`config.mk`:
```
export PLATFORM = sky130hd
export DESIGN_NAME = qchannel_controller
export DESIGN_NICKNAME = d
export VERILOG_FILES = /design/src/rtl/qchannel_pkg.sv /design/src/rtl/qchannel_sync.sv /design/src/rtl/qchannel_controller.sv
export SDC_FILE = /design/constraint.sdc
export NUM_CORES = 1
export LEC_CHECK = 0
export ABC_AREA = 1
export BUFFER_PORTS_ARGS = -buffer_cell sky130_fd_sc_hd__buf_2
export CAP_MARGIN = 10
export CORE_MARGIN = 5
export CORE_UTILIZATION = 30
export DETAILED_ROUTE_END_ITERATION = 8
export GPL_TIMING_DRIVEN = 0
export PLACE_DENSITY = 0.57
export SETUP_SLACK_MARGIN = 0.4
export SLEW_MARGIN = 10
export SYNTH_ARGS = -nofsm -noshare
export SYNTH_HDL_FRONTEND = slang
export SYNTH_SLANG_ARGS = --single-unit
```
`constraint.sdc`:
```
create_clock -name clk -period 1.3 [get_ports clk]
set_input_delay 0.065 -clock clk [delete_from_list [all_inputs] [get_ports clk]]
set_output_delay 0.065 -clock clk [all_outputs]
set_load 0.05 [all_outputs]
```
`src/rtl/qchannel_pkg.sv`:
```
// Shared definitions for the Q-Channel controller.
// State encodings and deny counter sizing.
package qchannel_pkg;

    typedef enum logic [2:0] {
        Q_STOPPED  = 3'd0,
        Q_EXIT     = 3'd1,
        Q_RUN      = 3'd2,
        Q_REQUEST  = 3'd3,
        Q_DENIED   = 3'd4,
        Q_CONTINUE = 3'd5
    } q_state_e;

    localparam int DENY_W = 8;
    localparam logic [DENY_W-1:0] DENY_MAX = '1;

endpackage

```
`src/rtl/qchannel_sync.sv`:
```
// Reset-to-zero flop chain for device handshake inputs.
// STAGES=0 passes the input straight through.
module qchannel_sync #(
    parameter int STAGES = 0
) (
    input  logic clk,
    input  logic resetn,
    input  logic d,
    output logic q
);

    if (STAGES == 0) begin : g_bypass
        logic unused_clk_rst;
        assign unused_clk_rst = clk ^ resetn;
        assign q = d;
    end else begin : g_chain
        logic [STAGES-1:0] sync_d;
        logic [STAGES-1:0] sync_q;

        always_comb begin
            sync_d[0] = d;
            for (int i = 1; i < STAGES; i++) begin
                sync_d[i] = sync_q[i-1];
            end
        end

        always_ff @(posedge clk or negedge resetn) begin
            if (!resetn) begin
                sync_q <= '0;
            end else begin
                sync_q <= sync_d;
            end
        end

        assign q = sync_q[STAGES-1];
    end

endmodule

```
`src/rtl/qchannel_controller.sv`:
```
// Q-Channel initiator: idle-timed quiescence requests,
// handshake completion and device clock-gate control.
module qchannel_controller
    import qchannel_pkg::*;
#(
    parameter int IDLE_CYCLES = 16,
    parameter int CNT_W       = 16,
    parameter int SYNC_STAGES = 0,
    parameter int BOOT_RUN    = 1
) (
    input  logic       clk,
    input  logic       resetn,
    input  logic       pwr_allow,
    input  logic       dev_idle,
    input  logic       wake,
    output logic       qreqn,
    input  logic       qacceptn,
    input  logic       qdeny,
    output logic       clk_en,
    output logic [2:0] q_state,
    output logic [7:0] deny_cnt,
    output logic       proto_err
);

    localparam logic [CNT_W-1:0] IDLE_MAX  = CNT_W'(IDLE_CYCLES);
    localparam logic [CNT_W-1:0] IDLE_LAST = CNT_W'(IDLE_CYCLES - 1);

    logic qa;
    logic qd;

    qchannel_sync #(.STAGES(SYNC_STAGES)) u_sync_qa (
        .clk    (clk),
        .resetn (resetn),
        .d      (qacceptn),
        .q      (qa)
    );

    qchannel_sync #(.STAGES(SYNC_STAGES)) u_sync_qd (
        .clk    (clk),
        .resetn (resetn),
        .d      (qdeny),
        .q      (qd)
    );

    q_state_e          state_q, state_d;
    logic              qreqn_q, qreqn_d;
    logic              clk_en_q, clk_en_d;
    logic [CNT_W-1:0]  idle_cnt_q, idle_cnt_d;
    logic [DENY_W-1:0] deny_cnt_q, deny_cnt_d;
    logic              proto_err_q, proto_err_d;
    logic              boot_q, boot_d;
    logic              qa_prev_q, qa_prev_d;
    logic              qualify;
    logic              perr_set;

    always_comb begin
        state_d    = state_q;
        clk_en_d   = clk_en_q;
        idle_cnt_d = idle_cnt_q;
        deny_cnt_d = deny_cnt_q;
        boot_d     = 1'b0;
        qa_prev_d  = qa;
        qualify    = dev_idle & pwr_allow & ~wake;

        unique case (state_q)
            Q_STOPPED: begin
                if (wake || ((BOOT_RUN != 0) && boot_q)) begin
                    state_d  = Q_EXIT;
                    clk_en_d = 1'b1;
                end
            end
            Q_EXIT: begin
                if (qa) begin
                    state_d    = Q_RUN;
                    idle_cnt_d = '0;
                end
            end
            Q_RUN: begin
                if (!qualify) begin
                    idle_cnt_d = '0;
                end else if (idle_cnt_q != IDLE_MAX) begin
                    idle_cnt_d = idle_cnt_q + CNT_W'(1);
                end
                if (qualify && (idle_cnt_q == IDLE_LAST)) begin
                    state_d = Q_REQUEST;
                end
            end
            // Once lowered, qreqn stays low until the device answers.
            Q_REQUEST: begin
                if (qd) begin
                    state_d = Q_DENIED;
                    if (deny_cnt_q != DENY_MAX) begin
                        deny_cnt_d = deny_cnt_q + DENY_W'(1);
                    end
                end else if (!qa) begin
                    state_d  = Q_STOPPED;
                    clk_en_d = 1'b0;
                end
            end
            Q_DENIED: begin
                state_d = Q_CONTINUE;
            end
            Q_CONTINUE: begin
                if (!qd) begin
                    state_d    = Q_RUN;
                    idle_cnt_d = '0;
                end
            end
            default: begin
                state_d = Q_STOPPED;
            end
        endcase

        perr_set = (qa_prev_q & ~qa & qreqn_q)
                 | (qa & (state_q == Q_STOPPED))
                 | (qd & ((state_q == Q_RUN) || (state_q == Q_STOPPED)))
                 | (qd & ~qa & (state_q == Q_REQUEST));
        proto_err_d = proto_err_q | perr_set;

        qreqn_d = (state_d == Q_EXIT) || (state_d == Q_RUN)
               || (state_d == Q_CONTINUE);
    end

    always_ff @(posedge clk or negedge resetn) begin
        if (!resetn) begin
            state_q     <= Q_STOPPED;
            qreqn_q     <= 1'b0;
            clk_en_q    <= 1'b1;
            idle_cnt_q  <= '0;
            deny_cnt_q  <= '0;
            proto_err_q <= 1'b0;
            boot_q      <= 1'b1;
            qa_prev_q   <= 1'b0;
        end else begin
            state_q     <= state_d;
            qreqn_q     <= qreqn_d;
            clk_en_q    <= clk_en_d;
            idle_cnt_q  <= idle_cnt_d;
            deny_cnt_q  <= deny_cnt_d;
            proto_err_q <= proto_err_d;
            boot_q      <= boot_d;
            qa_prev_q   <= qa_prev_d;
        end
    end

    assign qreqn     = qreqn_q;
    assign clk_en    = clk_en_q;
    assign q_state   = state_q;
    assign deny_cnt  = deny_cnt_q;
    assign proto_err = proto_err_q;

endmodule
```
==> metrics.log <==
[metrics] kind of path behind the tightest hold check: in2async
[metrics] number of top-level design ports: 21
[metrics] number of antenna-violating nets in the routed design: 0
[metrics] kind of start point of the critical path: register
[metrics] combinational family with the most area after synthesis: simple AND/OR/NAND/NOR gates
[metrics] via density per instance: 4.75
[metrics] worst hold-check slack: -163 ps
[metrics] post-route setup slack: -155 ps
[metrics] clock skew after layout: 7.16 ps
[metrics] Die Span Y: 91.2 um
[metrics] Wirelength per Cell: 12.6 um
[metrics] Placement Setup Slack: -310 ps
[metrics] DRC violations left: 0
[metrics] initial antenna violation count: 0
[metrics] mux share of post-synthesis cell area: 0%
[metrics] fraction of registers with async set or reset after synthesis: 100%
[metrics] synthesis-to-finish area growth: 46.9%
[metrics] Finish-stage setup viols: 24
[metrics] capturing point of the worst reg2reg path: idle_cnt_q[13]$_DFFE_PN0P_
[metrics] initial core utilization: 31.0%
[metrics] final standard cell utilization of the core: 45.5%
[metrics] clock network latency to the later pin of the worst-skew pair: 290 ps
[metrics] die footprint: 8310 um^2
[metrics] length in cells of the worst reg-to-reg path: 8
[metrics] Most Used Layer, Global Route: met2
[metrics] number of buffers added by the clock tree synthesis step: 5
[metrics] highest achievable clock rate: 0.687 GHz
[metrics] setup slack of the worst register-to-register path: -150 ps
[metrics] leading cell types by count after synthesis: 81 x sky130_fd_sc_hd__nand2_1, 30 x sky130_fd_sc_hd__dfrtp_1, 30 x sky130_fd_sc_hd__nor2_1
[metrics] Crit Path Category: reg2reg
[metrics] number of standard cells after synthesis: 271
[metrics] GRT overflow: 0
[metrics] post-synthesis share of cell area spent on and, or, nand and nor gates: 39.3%
[metrics] H-tree levels: 2
[metrics] buffers from clock root to sink, at most: 2
[metrics] half-perimeter wire length after detailed placement: 3450 um
[metrics] leakage power: 1.30 nW
[metrics] kind of end point of the critical path: register
[metrics] Global Route Usage Sum: 13.2%
[metrics] diode insertion count for antenna repair: 0
[metrics] clock transition at the registers of the reported paths: 80 ps
[metrics] fraction of layout instances using a drive strength above 1: 38.4%
[metrics] Post-synth top flop: sky130_fd_sc_hd__dfrtp_1
[metrics] RSZ-0062 raised after global routing: yes
[metrics] most frequently used cell type in the post-synthesis netlist: sky130_fd_sc_hd__nand2_1
[metrics] total power density per cell area: 1980 nW/um^2
[metrics] cell area after synthesis: 1980 um^2
[metrics] GR Layer Usage met1: 17.8%
[metrics] worst ir drop on vdd: 1.30 mV
[metrics] detailed-route via count: 1923
[metrics] met3 global-route usage: 3.14%
[metrics] number of buffer cells added on primary ports: 20
[metrics] fraction of the yosys area taken by sequential cells: 40.6%
[metrics] number of hold buffers added after cts: 1
[metrics] Post-Synth Adder-Cell Area: 1.90%
[metrics] Root Buffer: sky130_fd_sc_hd__clkbuf_8
[metrics] core area: 6390 um^2
[metrics] worst slew margin relative to its limit: 50.1%
[metrics] yosys synthesis warning count: 0
[metrics] minimum period implied by the final worst setup slack: 1450 ps
[metrics] total of flip-flops plus latches after synthesis: 32
[metrics] r2r startpoint: q_state[0]$_DFF_PN0_
[metrics] wire length after detailed routing: 5100 um
[metrics] top fanout value on the critical path: 10
[metrics] via count of the first global-routing pass: 1940
[metrics] floorplan row count: 29
[metrics] number of nets in the layout: 337
[metrics] largest cells by area after synthesis: sky130_fd_sc_hd__dfrtp_1 38%, sky130_fd_sc_hd__nand2_1 15%, sky130_fd_sc_hd__nand3_1 6.3%, sky130_fd_sc_hd__nor2_1 5.7%, sky130_fd_sc_hd__inv_1 5.1%
[metrics] Critical Path AT: 1670 ps
[metrics] global-route wire length before repair: 9140 um
[metrics] net count after synthesis: 281
[metrics] share of the synthesized netlist area taken by xor and xnor gates: 3.54%
[metrics] die width: 91.2 um
[metrics] post-detailed-placement cell area: 2260 um^2
[metrics] final-report max-slew violation count: 0
[metrics] GP Congestion: 0.855
[metrics] Req. time, crit path: 1520 ps
[metrics] biggest area consumer among synthesized cells: sky130_fd_sc_hd__dfrtp_1
[metrics] failing checks: hold timing, setup timing
[metrics] mean cell area of the mapped netlist: 7.29 um^2
[metrics] post-synthesis cell type count: 31
[metrics] max cap viols: 0
[metrics] number of DRC violations after detailed-routing iteration 0: 75
[metrics] clock tree from TritonCTS: built
[metrics] run status: finished with violations
[metrics] EDFF count, synth: 0
[metrics] count of TritonRoute iterations in the first routing pass: 4
[metrics] share of Yosys cell area claimed by the top area cell type: 38.0%
[metrics] synthesized-area fraction occupied by ao, oa, aoi and oai cells: 7.34%
[metrics] Tcrit/Tclk final: 112%
[metrics] Tightest Pin Transition: 748 ps
[metrics] final number of hold-violating endpoints: 30
[metrics] Final Cell Area: 2900 um^2
[metrics] global routing usage on met2: 21.3%
[metrics] number of clock sinks seen by CTS: 32
[metrics] largest net degree at the start of global routing: 33
critical path, cell delays in order, from the launching register on:
cell,delay (ps)
sky130_fd_sc_hd__dfrtp_4,510
sky130_fd_sc_hd__nor2_4,140
sky130_fd_sc_hd__nand2_4,90
sky130_fd_sc_hd__nor2_4,130
sky130_fd_sc_hd__nand3_2,110
sky130_fd_sc_hd__nand2_4,140
sky130_fd_sc_hd__buf_12,150
sky130_fd_sc_hd__nand2_1,50
sky130_fd_sc_hd__nand2_1,60
logic make-up (layout without fill, tap and decap cells):
kind of cell,count (synthesis),count (layout)
AO/OA/AOI/OAI,23,23
XOR/XNOR,8,8
adder cells (fa/ha/maj),3,3
buffers and inverters,35,92
flip-flops,32,32
other,1,1
AND/OR/NAND/NOR,169,169
timing repair:
item	CTS	global route
hold endpoints to repair	31	30
gates resized for setup	68	18
setup buffers	22	6
pin swaps	16	7
endpoints found under the setup margin	44	44
per-layer routing:
metal  vias to the layer above  part of all wire, %
met4                         0                  1.2
met1                       881                   45
li1                        987                    -
met2                        49                   48
met3                         6                  5.6
met5                         -                    0
layout by cell type (no fill, tap or decap), types with 4 or more instances in the layout:
cell type                   n
sky130_fd_sc_hd__buf_2      7
sky130_fd_sc_hd__dfrtp_1   19
sky130_fd_sc_hd__buf_8      5
sky130_fd_sc_hd__buf_4     21
sky130_fd_sc_hd__nor2_2     7
sky130_fd_sc_hd__clkbuf_8   5
sky130_fd_sc_hd__buf_6     13
sky130_fd_sc_hd__nor2_1    22
sky130_fd_sc_hd__o21ai_1    6
sky130_fd_sc_hd__nand3_2    5
sky130_fd_sc_hd__xor2_1     6
sky130_fd_sc_hd__inv_1     24
sky130_fd_sc_hd__inv_2      5
sky130_fd_sc_hd__nand2_2    5
sky130_fd_sc_hd__nor2_4     7
sky130_fd_sc_hd__nand2_1   75
sky130_fd_sc_hd__buf_12     4
sky130_fd_sc_hd__nand3_1   20
sky130_fd_sc_hd__nand4_1   14
sky130_fd_sc_hd__o21ai_2    8
sky130_fd_sc_hd__dfrtp_2    8
per-stage QoR:
stage                     cells  TNS [ps]  power [W]
final                       405     -2700    0.00576
after global routing        405     -5080    0.00610
after CTS                   399     -2390    0.00552
after detailed placement    368     -5880    0.00367
after global placement      368     -5270    0.00364
after floorplan             271     -2980    0.00315
state kept, by name, summed over array words and instances, names as in the netlist:
signal and count:
boot_q 1, clk_en 1, q_state 3, proto_err 1, qa_prev_q 1, deny_cnt 8, idle_cnt_q 16, qreqn 1
where the power goes:
part	switching, W	internal, W	leakage (nW)	total [W]
combinational	0.00187	0.00137	0.847	0.00324
sequential	0.000280	0.00124	0.401	0.00152
clock	0.000424	0.000577	0.0548	0.00100
total	0.00258	0.00318	1.30	0.00576
layout make-up:
type,count,area (um^2)
inverters,32,130
flip-flops and latches,32,825
fillers,623,3480
clock buffers,5,68.8
multi-input cells,204,1230
clock inverters,3,46.3
repair buffers,49,479
plain buffers,3,28.8
well taps,77,96.3
worst max path at each step:
stage,start,endpoint,depth (start not counted)
after floorplan,deny_cnt[0]$_DFFE_PN0P_,deny_cnt[0]$_DFFE_PN0P_,5
after global placement,idle_cnt_q[0]$_DFFE_PN0P_,qreqn$_DFF_PN0_,8
after detailed placement,idle_cnt_q[0]$_DFFE_PN0P_,idle_cnt_q[13]$_DFFE_PN0P_,9
after CTS,q_state[2]$_DFF_PN0_,idle_cnt_q[13]$_DFFE_PN0P_,8
after global routing,q_state[2]$_DFF_PN0_,idle_cnt_q[13]$_DFFE_PN0P_,8
final,q_state[0]$_DFF_PN0_,idle_cnt_q[13]$_DFFE_PN0P_,8
No activity file was read; power rests on OpenSTA's default activity.
